$ cat config.mk
export PLATFORM = sky130hd
export DESIGN_NAME = pwm_tick_gen
export DESIGN_NICKNAME = d
export VERILOG_FILES = /design/src/rtl/pwm_tick_pkg.sv /design/src/rtl/pwm_shadow_reg.sv /design/src/rtl/pwm_tick_gen.sv
export SDC_FILE = /design/constraint.sdc
export NUM_CORES = 1
export LEC_CHECK = 0
export CORE_MARGIN = 5
export CORE_UTILIZATION = 53
export DETAILED_ROUTE_END_ITERATION = 6
export PLACE_DENSITY = 0.88
export SLEW_MARGIN = 20
export SYNTH_ARGS = -nofsm -noshare
export SYNTH_HDL_FRONTEND = slang
export SYNTH_HIERARCHICAL = 1
export SYNTH_SLANG_ARGS = --single-unit
$ cat constraint.sdc
create_clock -name clk_in -period 3.8 [get_ports clk_in]
set_clock_uncertainty 0.15 [all_clocks]
set_input_delay 0.76 -clock clk_in [delete_from_list [all_inputs] [get_ports clk_in]]
set_output_delay 0.76 -clock clk_in [all_outputs]
set_load 0.005 [all_outputs]
$ cat src/rtl/pwm_tick_pkg.sv
// -----------------------------------------------------------------------------
// pwm_tick_pkg
// Shared constants and types for the pwm_tick_gen block.
//   PWM_WIDTH_DEFAULT : default width of counter, period and duty
//   pwm_state_e       : run-state encoding (IDLE, RUN)
// -----------------------------------------------------------------------------
package pwm_tick_pkg;

    localparam int PWM_WIDTH_DEFAULT = 16;

    typedef enum logic [0:0] {
        IDLE = 1'b0,
        RUN  = 1'b1
    } pwm_state_e;

endpackage

$ cat src/rtl/pwm_shadow_reg.sv
// -----------------------------------------------------------------------------
// pwm_shadow_reg
// Staging registers for period/duty updates requested while the generator
// runs. A write lands in the shadow copy and raises pending; the owner copies
// the shadow into the active registers on the next period wrap, which clears
// pending. A write on the same edge as a wrap wins: the shadow takes the new
// values and pending stays set for the following wrap.
// The module only exists when PWM_TICK_GEN_SHADOW_EN is defined.
// Ports:
//   clk_in      : clock, rising edge
//   rst         : synchronous active-high reset
//   clr         : drop any pending update (generator not running)
//   wr          : capture period/duty into the shadow registers
//   wrap        : period wrap of the owning counter
//   period      : new period value
//   duty        : new duty value
//   shadow_per  : staged period
//   shadow_duty : staged duty
//   pending     : staged values not yet applied
// -----------------------------------------------------------------------------
`ifdef PWM_TICK_GEN_SHADOW_EN
module pwm_shadow_reg
    import pwm_tick_pkg::*;
#(
    parameter int WIDTH = PWM_WIDTH_DEFAULT
) (
    input  logic             clk_in,
    input  logic             rst,
    input  logic             clr,
    input  logic             wr,
    input  logic             wrap,
    input  logic [WIDTH-1:0] period,
    input  logic [WIDTH-1:0] duty,
    output logic [WIDTH-1:0] shadow_per,
    output logic [WIDTH-1:0] shadow_duty,
    output logic             pending
);

    logic [WIDTH-1:0] shadow_per_r;
    logic [WIDTH-1:0] shadow_duty_r;
    logic             pending_r;

    // Shadow value capture; the last write before a wrap wins.
    always_ff @(posedge clk_in) begin
        if (rst) begin
            shadow_per_r  <= '0;
            shadow_duty_r <= '0;
        end else if (wr) begin
            shadow_per_r  <= period;
            shadow_duty_r <= duty;
        end else begin
            shadow_per_r  <= shadow_per_r;
            shadow_duty_r <= shadow_duty_r;
        end
    end

    // Pending flag: a write outranks a coincident wrap so new values wait.
    always_ff @(posedge clk_in) begin
        if (rst) begin
            pending_r <= 1'b0;
        end else if (clr) begin
            pending_r <= 1'b0;
        end else if (wr) begin
            pending_r <= 1'b1;
        end else if (wrap) begin
            pending_r <= 1'b0;
        end else begin
            pending_r <= pending_r;
        end
    end

    assign shadow_per  = shadow_per_r;
    assign shadow_duty = shadow_duty_r;
    assign pending     = pending_r;

endmodule
`endif

$ cat src/rtl/pwm_tick_gen.sv
// -----------------------------------------------------------------------------
// pwm_tick_gen
// Tick-driven PWM generator with an IDLE/RUN state machine. While running,
// the counter advances on each prescaler tick and wraps at per_act-1; the
// output is high while the counter is below duty_act.
// Optional feature macro: PWM_TICK_GEN_SHADOW_EN
//   defined   : a load while running is staged in pwm_shadow_reg and applied
//               on the next period wrap
//   undefined : a load while running updates period/duty immediately
// Ports:
//   clk_in      : clock, rising edge
//   rst         : synchronous active-high reset
//   en          : run enable, low returns to IDLE
//   tick        : one-cycle count strobe
//   period      : PWM period in ticks (captured on start / load)
//   duty        : high time in ticks (captured on start / load)
//   load        : request to capture period/duty while running
//   pwm_out     : registered PWM waveform
//   period_done : one-cycle pulse on each period wrap
//   busy        : high while in RUN
// -----------------------------------------------------------------------------
module pwm_tick_gen
    import pwm_tick_pkg::*;
#(
    parameter int WIDTH = PWM_WIDTH_DEFAULT
) (
    input  logic             clk_in,
    input  logic             rst,
    input  logic             en,
    input  logic             tick,
    input  logic [WIDTH-1:0] period,
    input  logic [WIDTH-1:0] duty,
    input  logic             load,
    output logic             pwm_out,
    output logic             period_done,
    output logic             busy
);

    localparam logic [WIDTH-1:0] ONE_W = {{(WIDTH-1){1'b0}}, 1'b1};

    pwm_state_e       state_r;
    pwm_state_e       next_state_s;
    logic [WIDTH-1:0] cnt_r;
    logic [WIDTH-1:0] per_act_r;
    logic [WIDTH-1:0] duty_act_r;
    logic             pwm_out_r;
    logic             period_done_r;
    logic             busy_r;

    logic             run_s;
    logic             start_s;
    logic             count_s;
    logic             wrap_s;
    logic             load_run_s;
    logic             upd_s;
    logic [WIDTH-1:0] upd_per_s;
    logic [WIDTH-1:0] upd_duty_s;

    // State register.
    always_ff @(posedge clk_in) begin
        if (rst) begin
            state_r <= IDLE;
        end else begin
            state_r <= next_state_s;
        end
    end

    // Next-state logic: en alone selects between IDLE and RUN.
    always_comb begin
        next_state_s = state_r;
        case (state_r)
            IDLE: begin
                if (en) begin
                    next_state_s = RUN;
                end else begin
                    next_state_s = IDLE;
                end
            end
            RUN: begin
                if (!en) begin
                    next_state_s = IDLE;
                end else begin
                    next_state_s = RUN;
                end
            end
            default: next_state_s = IDLE;
        endcase
    end

    // run_s is true only on edges where RUN is held, so the edge that leaves
    // RUN already drives the IDLE values (cnt, pwm_out, period_done at 0).
    // The >= compare makes a shrunken period wrap on the next tick instead of
    // counting up through 2^WIDTH.
    assign run_s      = (state_r == RUN) && en;
    assign start_s    = (state_r == IDLE) && en;
    assign count_s    = run_s && tick && (per_act_r != '0);
    assign wrap_s     = count_s && (cnt_r >= (per_act_r - ONE_W));
    assign load_run_s = run_s && load;

`ifdef PWM_TICK_GEN_SHADOW_EN
    logic [WIDTH-1:0] shadow_per_s;
    logic [WIDTH-1:0] shadow_duty_s;
    logic             pending_s;

    pwm_shadow_reg #(
        .WIDTH (WIDTH)
    ) u_shadow (
        .clk_in      (clk_in),
        .rst         (rst),
        .clr         (!run_s),
        .wr          (load_run_s),
        .wrap        (wrap_s),
        .period      (period),
        .duty        (duty),
        .shadow_per  (shadow_per_s),
        .shadow_duty (shadow_duty_s),
        .pending     (pending_s)
    );

    // Staged values apply on the wrap; a coincident load only refills the
    // shadow, so this wrap still sees the previous contents.
    assign upd_s      = wrap_s && pending_s;
    assign upd_per_s  = shadow_per_s;
    assign upd_duty_s = shadow_duty_s;
`else
    // Load while running takes effect at once; cnt is left alone.
    assign upd_s      = load_run_s;
    assign upd_per_s  = period;
    assign upd_duty_s = duty;
`endif

    // Active period/duty: captured on start, then updated by load/wrap.
    always_ff @(posedge clk_in) begin
        if (rst) begin
            per_act_r  <= '0;
            duty_act_r <= '0;
        end else if (start_s) begin
            per_act_r  <= period;
            duty_act_r <= duty;
        end else if (upd_s) begin
            per_act_r  <= upd_per_s;
            duty_act_r <= upd_duty_s;
        end else begin
            per_act_r  <= per_act_r;
            duty_act_r <= duty_act_r;
        end
    end

    // Tick counter.
    always_ff @(posedge clk_in) begin
        if (rst) begin
            cnt_r <= '0;
        end else if (!run_s) begin
            cnt_r <= '0;
        end else if (wrap_s) begin
            cnt_r <= '0;
        end else if (count_s) begin
            cnt_r <= cnt_r + ONE_W;
        end else begin
            cnt_r <= cnt_r;
        end
    end

    // Registered outputs; pwm_out trails cnt by one cycle.
    always_ff @(posedge clk_in) begin
        if (rst) begin
            pwm_out_r     <= 1'b0;
            period_done_r <= 1'b0;
            busy_r        <= 1'b0;
        end else if (!run_s) begin
            pwm_out_r     <= 1'b0;
            period_done_r <= 1'b0;
            busy_r        <= (next_state_s == RUN);
        end else begin
            pwm_out_r     <= (per_act_r != '0) && (cnt_r < duty_act_r);
            period_done_r <= wrap_s;
            busy_r        <= (next_state_s == RUN);
        end
    end

    assign pwm_out     = pwm_out_r;
    assign period_done = period_done_r;
    assign busy        = busy_r;

endmodule

==> flow_metrics.tcl, run 1 <==
set metrics [dict create \
    fillers 503 \
    synth_area_mm2 0.00311 \
    grt_max_degree 34 \
    syn_to_final_growth_pct 17.0 \
    fin_crit_sh 0.798 \
    grt_pass1_vias 2651 \
    clock.fmax_mhz 330 \
    netlist_instances 374 \
    ctsResizeCount 0 \
    diodes 0 \
    synth_edf_count 0 \
    synth_nets 445 \
    via_count 2811 \
    dieWidth_um 86.6 \
    clkTransAtPathRegs_ns 0.09 \
    drive_gt1_frac 0.0707 \
    fp-row-count 28 \
    path_class "reg -> reg" \
    finalNonFillerCells 485 \
    yosys-top-cells-area "dfxtp_1 (33%), ha_1 (14%), nand2_1 (9.8%)" \
    slew_headroom 0.446 \
    dp_hpwl_um 5480 \
    multi_input_area_mm2 0.00192 \
    tightest_slew_ns 0.831 \
    cts_tree "yes" \
    r2r_setup_slack_ns 0.77 \
    crit_path_end_kind "flip-flop" \
    wl_um 7500 \
    status "finished, violations left" \
    final-seq-area_mm2 0.00102 \
    synthAdderAreaFrac 0.137 \
    dpl_worst_slack_ns 0.843 \
    drv_cap 0 \
    synth_top_family_by_area "simple AND/OR/NAND/NOR gates" \
    yosys.area.top_type "dfxtp_1" \
    port-buffer-count 39 \
    yosysSeqAreaShare 0.328 \
    wl_per_cell_um 15.5 \
    yosys.area_share.xor_xnor 0.0788 \
    dieArea_mm2 0.00750 \
    cp.arrival_ns 3.05 \
    synth-seq-cells 51 \
    period_needed_ns 3.03 \
    grt_pass1_wl_um 12400 \
    core-area_mm2 0.00582 \
    worst_slack_ns 0.767 \
    synth_warnings 6 \
    start_kind "flip-flop" \
    gr-usage-all-layers 0.205 \
    first_iter_violations 271 \
    power.leakage_nw 1.37 \
    dr.pass1.iters 7 \
    violations "DRC" \
    cts_sinks 51 \
    placed_cells 478 \
    cp_max_fo 17 \
    final_nets 481 \
    finalMaxSlewViolations 0 \
    cts_root_buf "clkbuf_8" \
    globalRouteOverflowTotal 0 \
    postCtsSetupBuffers 0 \
    clk_latency_ns 0.31 \
    initial_core_util 0.535 \
    gp_congestion 0.888 \
    synth_ff_type "dfxtp_1" \
    hold_class "reg -> reg" \
    rsz0062_at_grt "false" \
    cts_hold_buffers 0 \
    h-tree-depth 2 \
    pwr_density_cell_mw_per_mm2 309 \
    syn_area_per_cell_um2 8.32 \
    hold_viol 0 \
    antenna_found_initial 0 \
    cts_buffers 5 \
    drc 1 \
    synth.area.mux_share 0 \
    clk_path_buf_depth 2 \
    die_h_um 86.6 \
    cp.required_ns 3.82 \
    tns_ns 0 \
    viasPerCell 5.80 \
    synth_simple_gate_area_share 0.244 \
    setup_viol 0 \
    synth_compound_area_frac 0.158 \
    yosysUniqueCellTypes 39 \
    io_pins 40 \
    postRouteAntennaNets 0 \
    ir_drop_uv 195 \
    synthArstFlopShare 0 \
    synth_top_area_frac 0.328 \
]
layer usage:
layer	routed length (um)	vias up	track usage
met5	0	-	0
met4	130	0	0.0609
met3	382	11	0.0323
met2	3830	98	0.373
met1	3160	1327	0.247
li1	-	1375	-
state kept, by name, indices dropped and copies added (netlist names):
signal / cells
cnt_r: 16
period_done: 1
pwm_out: 1
per_act_r: 16
duty_act_r: 16
busy: 1
kinds of logic (layout without fill, tap and decap cells):
logic type | Yosys count | in the layout
buf+inv | 37 | 73
flops | 51 | 51
fa+ha+maj | 34 | 34
compound gates | 79 | 79
xor+xnor | 28 | 28
simple gates | 145 | 145
report_power, final:
group	internal [mW]	leakage, nW	total [mW]	switching [mW]
combinational	0.107	0.904	0.225	0.118
clock	0.144	0.0470	0.325	0.182
sequential	0.554	0.417	0.575	0.0200
Yosys cell counts (3+ instances only):
cell,count
nor3_1,8
a211oi_2,5
nor4_2,3
nand3_1,8
xnor2_1,21
nand4_1,7
nor4_4,3
inv_1,21
clkbuf_1,13
a21oi_1,45
o21ai_0,6
xor2_1,7
nor2_1,10
ha_1,34
dfxtp_1,51
nor4_1,4
a211oi_1,12
nor4b_1,3
a21o_1,4
nand2_1,81
cell type report:
cell class / instances / share of cell area
sequential: 51 / 0.281
clock buffer: 6 / 0.0227
tap: 75 / 0.0258
clock inverter: 1 / 0.00138
timing repair buffer: 45 / 0.120
multi-input combinational: 286 / 0.528
inverter: 21 / 0.0217
through the flow:
step	hold slack (ns)	utilization	cell area [um^2]	total power [mW]
floorplan	0.286	-	3110	0.733
global placement	0.295	0.611	3550	0.794
detailed placement	0.298	0.611	3550	0.807
CTS	0.311	0.626	3640	1.12
global route	0.331	0.626	3640	1.18
finish	0.312	0.626	3640	1.12
cells in the final DEF (no fill, tap or decap), types with 5 or more instances in the layout:
cell | netlist | final
buf_4 | 0 | 6
a21oi_1 | 45 | 45
nand3_1 | 8 | 8
nor3_1 | 8 | 8
dfxtp_1 | 51 | 51
ha_1 | 34 | 34
a211oi_1 | 12 | 12
clkdlybuf4s50_1 | 0 | 39
nand4_1 | 7 | 7
a211oi_2 | 5 | 5
inv_1 | 21 | 21
nand2_1 | 81 | 81
clkbuf_8 | 0 | 6
xor2_1 | 7 | 7
nor2_1 | 10 | 10
o21ai_0 | 6 | 6
xnor2_1 | 21 | 21
critical path: stages (launching register included):
cell,delay [ns]
dfxtp_1,0.39
nor4_4,0.41
nand3_1,0.22
nor3_1,0.27
xnor2_1,0.11
ha_1,0.30
nand2_1,0.07
nor2_1,0.16
nand2_1,0.08
o21ai_1,0.12
buf_4,0.25
nor4b_1,0.36
path summary, 6_finish.rpt:
kind | startpoint | endpoint | depth (start not counted)
max | per_act_r[4] | period_done | 11
max reg2reg | per_act_r[4] | period_done | 11
min | duty_act_r[9] | duty_act_r[9] | 2
min reg2reg | duty_act_r[9] | duty_act_r[9] | 2
No activity file was read; power rests on OpenSTA's default activity.
==> run 2, diff against run 1 <==
==> constraint.sdc (replaced) <==
create_clock -name clk_in -period 2.8 [get_ports clk_in]
set_clock_uncertainty 0.15 [all_clocks]
set_input_delay 0.56 -clock clk_in [delete_from_list [all_inputs] [get_ports clk_in]]
set_output_delay 0.56 -clock clk_in [all_outputs]
set_load 0.005 [all_outputs]
==> run 2 against run 1 <==
Against the previous run: the flow now finishes without violations; worst setup slack got worse by 0.69 ns; first-iteration DRC count grew 3.0%; register-to-register slack worse by 0.69 ns; critical path depth increased by 1; global-route usage shrank 0.55 points; critical path type unchanged.
==> flow_metrics.tcl, run 2 (synthesized netlist as in run 1, its figures left out) <==
set metrics [dict create \
    cts_tree "yes" \
    rsz0062_at_grt "true" \
    route.met2.wl_um 3950 \
    postRouteAntennaNets 0 \
    viasPerCell 5.74 \
    fin_crit_sh 0.971 \
    tns_ns 0 \
    wl_met3_um 407 \
    clock.fmax_mhz 368 \
    pwr_density_cell_mw_per_mm2 410 \
    p_sw_mw 0.475 \
    layout_common_cells "nand2_1 (80), dfxtp_1 (46), a21oi_1 (42), clkdlybuf4s50_1 (39), ha_1 (33)" \
    power_frac_seq 0.497 \
    slowest_delay_ns 0.37 \
    clk_latency_ns 0.32 \
    dieArea_mm2 0.00750 \
    clk_path_buf_depth 2 \
    path_class "reg -> reg" \
    critical_path.top_delay_family "simple AND/OR/NAND/NOR gates" \
    period_needed_ns 2.72 \
    cts_sinks 51 \
    antenna_found_initial 0 \
    grt_max_degree 34 \
    final_nets 491 \
    p_int_mw 1.10 \
    wl_um 7740 \
    hold_viol 0 \
    gp_congestion 0.905 \
    final_util 0.659 \
    wl_met1_um 3230 \
    drv_cap 0 \
    path_buf_inv 2 \
    syn_to_final_growth_pct 23.2 \
    cts_hold_buffers 0 \
    h-tree-depth 2 \
    crit_path_end_kind "flip-flop" \
    fillers 479 \
    wl_per_cell_um 15.6 \
    grt_pass1_wl_um 12200 \
    dp_hpwl_um 5620 \
    sw_frac_of_total 0.302 \
    core-area_mm2 0.00582 \
    slew_headroom 0.647 \
    via_count 2847 \
    slowest_stage "dfxtp_1" \
    final-seq-area_mm2 0.00103 \
    dieWidth_um 86.6 \
    dr.pass1.iters 4 \
    die_h_um 86.6 \
    path_cells "inv_1, ha_2, nand2_1, nor3_1, xnor2_1, ha_1, nand2_1, nor3_2, a21oi_2, o21ai_2, buf_4, a211oi_1" \
    port-buffer-count 39 \
    cp.required_ns 2.83 \
    cp_max_fo 5 \
    cts_buffers 5 \
    p_clk_frac 0.284 \
    multi_input_area_mm2 0.00202 \
    drive_gt1_frac 0.147 \
    power.leakage_nw 1.44 \
    status "finished, final reports clean" \
    finalMaxSlewViolations 0 \
    initial_core_util 0.535 \
    cp_common_cell "nand2_1" \
    r2r_setup_slack_ns 0.08 \
    ir_drop_uv 283 \
    hold_class "reg -> reg" \
    setup_viol 0 \
    power_frac_comb 0.219 \
    drc 0 \
    tightest_slew_ns 0.529 \
    cts_root_buf "clkbuf_8" \
    start_kind "flip-flop" \
    fp-row-count 28 \
    first_iter_violations 279 \
    top_regs "cnt_r (16), duty_act_r (16), per_act_r (16)" \
    top_layer "met4" \
    cp.arrival_ns 2.75 \
    io_pins 40 \
    diodes 0 \
    grt_pass1_vias 2735 \
    final_common_cell "nand2_1" \
    globalRouteOverflowTotal 0 \
    gr-usage-all-layers 0.200 \
    clkTransAtPathRegs_ns 0.10 \
]
## run 2: power by group through the flow
stage	clock, mW	combinational [mW]	sequential (mW)
6_report	0.446	0.344	0.782
5_1_grt	0.475	0.381	0.786
4_1_cts	0.449	0.320	0.779
3_5_place_dp	0	0.314	0.795
3_3_place_gp	0	0.299	0.792
2_1_floorplan	0	0.204	0.790
## run 2: path summary, 6_finish.rpt
kind	startpoint	to	depth (start not counted)
max	per_act_r[0]	cnt_r[12]	12
min reg2reg	duty_act_r[13]	duty_act_r[13]	2
min	duty_act_r[13]	duty_act_r[13]	2
max reg2reg	per_act_r[0]	cnt_r[12]	12
## run 2: final cells by class
cell class / count / area share
Inverter: 21 / 0.0206
Tap cell: 75 / 0.0245
Clock inverter: 3 / 0.00653
Clock buffer: 5 / 0.0180
Sequential cell: 51 / 0.269
Multi-Input combinational cell: 286 / 0.528
Timing Repair Buffer: 55 / 0.134
## run 2: tightest hold or removal path, stage by stage, from the launching register on
cell     delay [ns]
dfxtp_1        0.32
nand2_1        0.05
a21oi_1        0.05
## run 2: per-layer routing
metal | vias to the layer above | global-route usage
li1 | 1395 | -
met1 | 1339 | 0.247
met2 | 95 | 0.346
met3 | 18 | 0.0380
met4 | 0 | 0.0708
met5 | - | 0
## run 2: per-stage QoR
step                      setup slack (ns)  instances  power (mW)  instance area, um^2  hold slack, ns
final                               0.0819        496        1.57                 3830           0.311
after detailed placement           -0.0522        488        1.11                 3630           0.297
after CTS                           0.0443        496        1.55                 3740           0.310
after floorplan                      0.106        374       0.995                 3110           0.286
after global routing                -0.113        496        1.64                 3830           0.333
after global placement               0.191        488        1.09                 3630           0.293
## run 2: timing repair
item / CTS / global route
pin swaps: 0 / 5
hold endpoints to repair: 0 / 0
setup buffers: 0 / 0
endpoints found under the setup margin: 8 / 17
resized for setup: 3 / 25
